## config.mk

```make
export PLATFORM = sky130hd
export DESIGN_NAME = uart_tx_frame
export DESIGN_NICKNAME = d
export VERILOG_FILES = /design/src/rtl/uart_tx_frame.sv
export SDC_FILE = /design/constraint.sdc
export NUM_CORES = 1
export LEC_CHECK = 0
export ABC_CLOCK_PERIOD_IN_PS = 2150
export BUFFER_PORTS_ARGS = -buffer_cell sky130_fd_sc_hd__buf_2
export CAP_MARGIN = 40
export CORE_MARGIN = 2
export CORE_UTILIZATION = 50
export CTS_CLUSTER_DIAMETER = 50
export CTS_CLUSTER_SIZE = 28
export DETAILED_ROUTE_END_ITERATION = 16
export GPL_ROUTABILITY_DRIVEN = 1
export PLACE_DENSITY = 0.75
export SYNTH_ARGS = -nofsm -noshare
export SYNTH_HDL_FRONTEND = slang
export SYNTH_SLANG_ARGS = --single-unit
```

## constraint.sdc

```tcl
create_clock -name clk -period 2.15 [get_ports clk]
set_clock_uncertainty 0.15 [all_clocks]
set_input_delay 0.3225 -clock clk [delete_from_list [all_inputs] [get_ports clk]]
set_output_delay 0.3225 -clock clk [all_outputs]
set_load 0.1 [all_outputs]
```

## src/rtl/uart_tx_frame.sv

```systemverilog
// uart_tx_frame: valid/ready parallel-to-serial UART transmitter.
// Frame = start(0), DATA_BITS data bits LSB first, optional even parity, stop(1).
// Each bit is held for CLKS_PER_BIT clocks. The line idles high.
// Optional feature macro: UART_TX_PARITY_EN (adds one even-parity bit per frame).
module uart_tx_frame #(
  parameter int unsigned DATA_BITS    = 8,
  parameter int unsigned CLKS_PER_BIT = 10
) (
  input  logic                 clk,
  input  logic                 n_rst,
  input  logic [DATA_BITS-1:0] tx_data,
  input  logic                 tx_valid,
  output logic                 tx_ready,
  output logic                 serial_out,
  output logic                 tx_busy,
  output logic                 frame_done
);

  localparam int unsigned BAUD_W = (CLKS_PER_BIT > 1) ? $clog2(CLKS_PER_BIT) : 1;
  localparam int unsigned BIT_W  = $clog2(DATA_BITS);

  localparam logic [BAUD_W-1:0] BAUD_LAST = BAUD_W'(CLKS_PER_BIT - 1);
  localparam logic [BAUD_W-1:0] BAUD_PRE  = BAUD_W'(CLKS_PER_BIT - 2);
  localparam logic [BIT_W-1:0]  BIT_LAST  = BIT_W'(DATA_BITS - 1);

`ifdef UART_TX_PARITY_EN
  typedef enum logic [2:0] {IDLE, START, DATA, PARITY, STOP} state_t;
`else
  typedef enum logic [2:0] {IDLE, START, DATA, STOP} state_t;
`endif

  state_t                 state;
  logic [BAUD_W-1:0]      baud_cnt;
  logic [BIT_W-1:0]       bit_cnt;
  logic [DATA_BITS-1:0]   shift_reg;
`ifdef UART_TX_PARITY_EN
  logic                   parity_bit;
`endif

  // Handshake/status decoded from the registered state only.
  assign tx_ready = (state == IDLE);
  assign tx_busy  = (state != IDLE);

  // Frame sequencer: each state holds its line level for one full bit period.
  always_ff @(posedge clk or negedge n_rst) begin
    if (!n_rst) begin
      state      <= IDLE;
      baud_cnt   <= '0;
      bit_cnt    <= '0;
      shift_reg  <= '1;
      serial_out <= 1'b1;
      frame_done <= 1'b0;
`ifdef UART_TX_PARITY_EN
      parity_bit <= 1'b0;
`endif
    end else begin
      frame_done <= 1'b0;
      case (state)
        IDLE: begin
          baud_cnt   <= '0;
          bit_cnt    <= '0;
          serial_out <= 1'b1;
          if (tx_valid) begin
            shift_reg  <= tx_data;
`ifdef UART_TX_PARITY_EN
            parity_bit <= ^tx_data;
`endif
            serial_out <= 1'b0;
            state      <= START;
          end
        end

        START: begin
          if (baud_cnt == BAUD_LAST) begin
            baud_cnt   <= '0;
            serial_out <= shift_reg[0];
            state      <= DATA;
          end else begin
            baud_cnt <= baud_cnt + 1'b1;
          end
        end

        DATA: begin
          if (baud_cnt == BAUD_LAST) begin
            baud_cnt  <= '0;
            shift_reg <= {1'b1, shift_reg[DATA_BITS-1:1]};
            if (bit_cnt == BIT_LAST) begin
              bit_cnt <= '0;
`ifdef UART_TX_PARITY_EN
              serial_out <= parity_bit;
              state      <= PARITY;
`else
              serial_out <= 1'b1;
              state      <= STOP;
`endif
            end else begin
              bit_cnt    <= bit_cnt + 1'b1;
              serial_out <= shift_reg[1];
            end
          end else begin
            baud_cnt <= baud_cnt + 1'b1;
          end
        end

`ifdef UART_TX_PARITY_EN
        PARITY: begin
          if (baud_cnt == BAUD_LAST) begin
            baud_cnt   <= '0;
            serial_out <= 1'b1;
            state      <= STOP;
          end else begin
            baud_cnt <= baud_cnt + 1'b1;
          end
        end
`endif

        STOP: begin
          // Registered pulse lands in the final cycle of the stop bit.
          if (baud_cnt == BAUD_PRE) begin
            frame_done <= 1'b1;
          end
          if (baud_cnt == BAUD_LAST) begin
            baud_cnt   <= '0;
            serial_out <= 1'b1;
            state      <= IDLE;
          end else begin
            baud_cnt <= baud_cnt + 1'b1;
          end
        end

        default: begin
          baud_cnt   <= '0;
          bit_cnt    <= '0;
          serial_out <= 1'b1;
          state      <= IDLE;
        end
      endcase
    end
  end

endmodule

```

# Word level (Yosys, flattened, before mapping)
# Index checks and enable logic that the tools add are counted.
classes:
  addsub: 2
  n_mul: 0
  n_div: 0
  magnitude_cmp: 0
  n_eq_ne: 11
  shift: 0
  n_mux: 22
  n_bitwise: 1
  n_reduce_logical: 9
op_table:
  columns: ["operator", "count"]
  rows:
  - ["2-to-1 mux 3 bit", 7]
  - ["2-to-1 mux 8 bit", 2]
  - ["one-hot mux 8 bit (2 select lines)", 1]
  - ["one-hot mux 3 bit (4 select lines)", 1]
  - ["inequality test 2 bit (second input constant)", 5]
  - ["equality test 4 bit (second input constant)", 2]
  - ["2-to-1 mux 4 bit", 2]
  - ["2-to-1 mux 1 bit", 7]
  - ["equality test 3 x 2 -> 1 bit (second input constant)", 2]
  - ["one-hot mux 3 bit (2 select lines)", 1]
  - ["AND reduction 3 bit", 2]
  - ["AND reduction 5 bit", 1]
  - ["adder 4 x 1 -> 4 bit (second input constant)", 1]
  - ["one-hot mux 1 bit (4 select lines)", 1]
  - ["adder 3 x 1 -> 3 bit (second input constant)", 1]
  - ["equality test 3 x 1 -> 1 bit (second input constant)", 1]
  - ["equality test 3 bit (second input constant)", 1]
  - ["logical NOT 3 bit", 1]
  - ["nonzero test 3 bit", 1]
  - ["OR reduction 3 bit", 1]
  - ["AND reduction 2 bit", 1]
  - ["nonzero test 2 bit", 1]
  - ["OR reduction 2 bit", 1]
  - ["NOT 1 bit", 1]
totals:
  regBits: 20
  latch_bits: 0
  ramBits: 0
  romBits: 0
  inputBits: 11
  output_inout_bits: 4
  wordCells: 51
  mem_count: 0

# Depth between registers and ports, before layout
depth:
  word_depth: 4
  mapped_depth: 7
  mapped_depth_nobuf: 5

# Worst setup path after synthesis
# OpenSTA, ideal clock, no wires.
synth_path:
  kind: "flip-flop to flip-flop"
  startpoint: "reg state[0]"
  endpoint: "reg baud_cnt[1]"
  setup_ns: 0.121
  arrival_time_ns: 2.320
  required_ns: 1.879
  slack_ns: -0.441
  stages_incl_launch_ff: 6
  n_path_buf: 1
  synth_period_minus_slack_ns: 2.591
  cell_sequence: "dfrtp_1 inv_1 ha_1 clkbuf_2 inv_1 and3_2"
synth_via:
  elab_chain_len: 3
  word_cells_on_any_way: 5
  classes_between: "eq/ne: 3; mux: 1; reduce/logical: 1"
synth_lines:
  columns: ["element", "line", "rtl"]
  rows:
  - ["start: declaration", "32", "state_t state;"]
  - ["start signal: assignment", "47", "state <= IDLE;"]
  - ["start signal: assignment", "69", "state <= START;"]
  - ["start signal: assignment", "77", "state <= DATA;"]
  - ["equality test 3 x 2 -> 1 bit or equality test 3 x 1 -> 1 bit (tied branches)", "58", "case (state)"]
  - ["OR reduction 3 bit (no source line) *", null, null]
  - ["2-to-1 mux 4 bit *", null, null]
  - ["end signal: assignment", "79", "baud_cnt <= baud_cnt + 1'b1;"]
  - ["end signal: assignment", "101", "baud_cnt <= baud_cnt + 1'b1;"]
  - ["end signal: assignment", "127", "baud_cnt <= baud_cnt + 1'b1;"]
  - ["end: declaration", "33", "logic [BAUD_W-1:0] baud_cnt;"]
# Every way passes the cells marked *; elsewhere a longest branch is shown, timed or not.
# A chain may end at the register's enable or synchronous reset.

# Final worst setup path
layout_path:
  startpoint: "reg state[0]"
  endpoint: "out tx_ready"
layout_via:
  elab_chain_len: 1
layout_lines:
  columns: ["element", "line", "rtl"]
  rows:
  - ["logical NOT 3 bit", "41", "assign tx_ready = (state == IDLE);"]
  - ["end: declaration", "13", "output logic tx_ready,"]
# Every way passes these cells.

==> summary.md <==
| Metric | Value |
|---|---|
| Gate Count Post-Synth | `90` |
| Setup CP Type | `register to primary output` |
| Rel. slew slack | `between 60% and 70%` |
| Clk buf depth | `2` |
| Leading cell types in the layout, fill and taps excluded | `mux2_2 (17), buf_2 (14), dfrtp_1 (10)` |
| Post_cts resized | `0` |
| Final Max Slew Viols | `0` |
| Req. time, crit path | `1.68 ns` |
| Initial Utilization | `about half` |
| Routed WL | `about 1.9 mm` |
| Period utilization | `94.5%` |
| Clock sinks | `19` |
| GRT overflow | `0` |
| Starting DRT DRC Count | `3` |
| Via count | `707` |
| Period minus WS final | `about 2 ns` |
| NumNets Final | `between 100 and 150` |
| Synth area leader | `dfrtp_1` |
| First-pass GRT wire length | `roughly 3.4 mm` |
| Worst-margin pin slew | `between 0.4 and 0.5 ns` |
| Post-synthesis sequential area ratio | `43.2%` |
| IO Pins | `15` |
| Final WS setup | `0.118 ns` |
| Critical Path Start Type | `register` |
| RSZ-0062 raised after global routing | `false` |
| # DRC | `0` |
| Die H | `between 50 and 60 um` |
| Synth cell types | `29` |
| Rows | `17` |
| CTS Buf Count | `3` |
| P_leak | `between 0.6 and 0.7 nW` |
| Most common cell after layout, fill and taps aside | `mux2_2` |
| Total of max-cap violations | `0` |
| Maximum fanout along the worst path | `8` |
| Clock insertion delay at the later pin of the skew report | `roughly 0.30 ns` |
| Post-CTS setup buffer count | `0` |
| Drt first pass iters | `4` |
| Syn nets | `~110` |
| Synth Area per Inst | `12.5 um^2` |
| PnR Total Power | `roughly 560 uW` |
| Share of cells above drive strength 1 | `50.9%` |
| Top cells by area, synth | `dfrtp_1 (22%), dfstp_2 (21%), mux2_2 (17%)` |
| Worst-path clk slew | `0.11 ns` |
| Hold WC Path Type | `input pin to register` |
| Largest net degree at the start of global routing | `20` |
| R2R Setup Slk | `~0.23 ns` |
| Core Region | `around 2200 um^2` |
| Root Buffer | `clkbuf_4` |
| Setup violators final | `0` |
| Final hold vios | `0` |
| Worst VDD drop | `0.358 mV` |
| Yosys warns | `0` |
| Worst Setup End Kind | `primary output` |
| Placed wire-length estimate | `1.51 mm` |
| Yosys reg bits | `19` |
| Outcome | `complete, no violations` |
| Die area | `~2700 um^2` |
| Total global-route track usage | `between 15 and 20%` |
| Dpl ws | `~0.25 ns` |
| Number of global-route vias before repair | `roughly 780` |
| Max reg flops | `8` |
| Port Buffers | `14` |
| Die W | `51.5 um` |
| Antenna violations before repair | `0` |
| GP Congestion | `0.670` |
| Setup TNS | `0 ns` |
| # diodes | `0` |
| Area Growth Syn to Fin | `12.5%` |
| Worst Path Arrival | `around 1.6 ns` |
| WL/cell | `14.1 um` |
| Total number of H-tree levels | `1` |
| Pwr per Cell Area | `~440 nW/um^2` |
| Synthesized cell area | `around 1100 um^2` |
| Via density | `~5.2` |
| TritonCTS clock tree | `done` |
| ANT nets after route | `0` |
| Fmax | `492 MHz` |
| Synth top area share | `22.2%` |
## cells in the mapped netlist (all sizes together)
master	n
mux2	17
dfrtp	10
ha	10
dfstp	9
inv	8
a21oi	4
mux2i	4
nand2b	3
nor2	3
buf	2
nand2	2
nand3	2
nand3b	2
nor3	2
a211oi	1
and3	1
and3b	1
and4b	1
clkbuf	1
o2111ai	1
o211ai	1
o21ai	1
o21bai	1
o31a	1
or2	1
or2b	1
## per-layer routing
layer / share of wire (%) / wire length (um) / track usage, % / up-vias
met5: 0 / 0 / 0 / -
met4: 1.7 / 33 / 9.21 / 0
met3: 3.0 / 57 / 3.51 / 2
met2: 54 / 1020 / 31.8 / 14
met1: 42 / 796 / 20.1 / 342
li1: - / - / - / 349
## per-stage QoR
stage	cells	hold slack (ns)	instance area [um^2]	util [%]
floorplan	90	-0.123	1140	-
global placement	131	0.134	1230	56.8
detailed placement	131	0.136	1230	56.8
CTS	136	0.109	1270	58.5
global route	136	0.150	1270	58.5
finish	136	0.112	1270	58.5
## path summary, 6_finish.rpt
check	startpoint	to	cells after the start
min in group asynchronous	n_rst	frame_done	2
hold / removal	tx_data[7]	shift_reg[7]	3
setup / recovery	state[0]	tx_ready	3
hold reg to reg	shift_reg[7]	shift_reg[7]	2
setup reg to reg	state[0]	state[1]	6
max in group asynchronous	n_rst	shift_reg[2]	2
## worst max-delay path, stage by stage (launching register included)
cell	delay, ns
dfrtp_1	0.44
inv_1	0.16
ha_4	0.21
buf_2	0.44
## timing repair
item	in CTS	in global routing
hold buffers	1	0
setup endpoints to repair	0	0
endpoints found under the hold margin	10	0
## logic make-up after synthesis
group,share of synthesized area (%)
AND/OR/NAND/NOR,11.8
AO/OA/AOI/OAI,8.32
buffers and inverters,5.10
multiplexers,20.5
flip-flops,43.2
adder cells (fa/ha/maj),11.1
## area by class of cell
class / instances / area, um^2
Timing Repair Buffer: 17 / 95.1
Tap cell: 28 / 35.0
Sequential cell: 19 / 487
Fill cell: 202 / 901
Inverter: 8 / 30.0
Clock buffer: 4 / 26.3
Multi-Input combinational cell: 60 / 596
## power by group
part           switching, mW  internal [mW]
sequential                 0          0.358
combinational        0.00926        0.00765
clock                  0.112         0.0724
(Power assumes the default switching activity.)
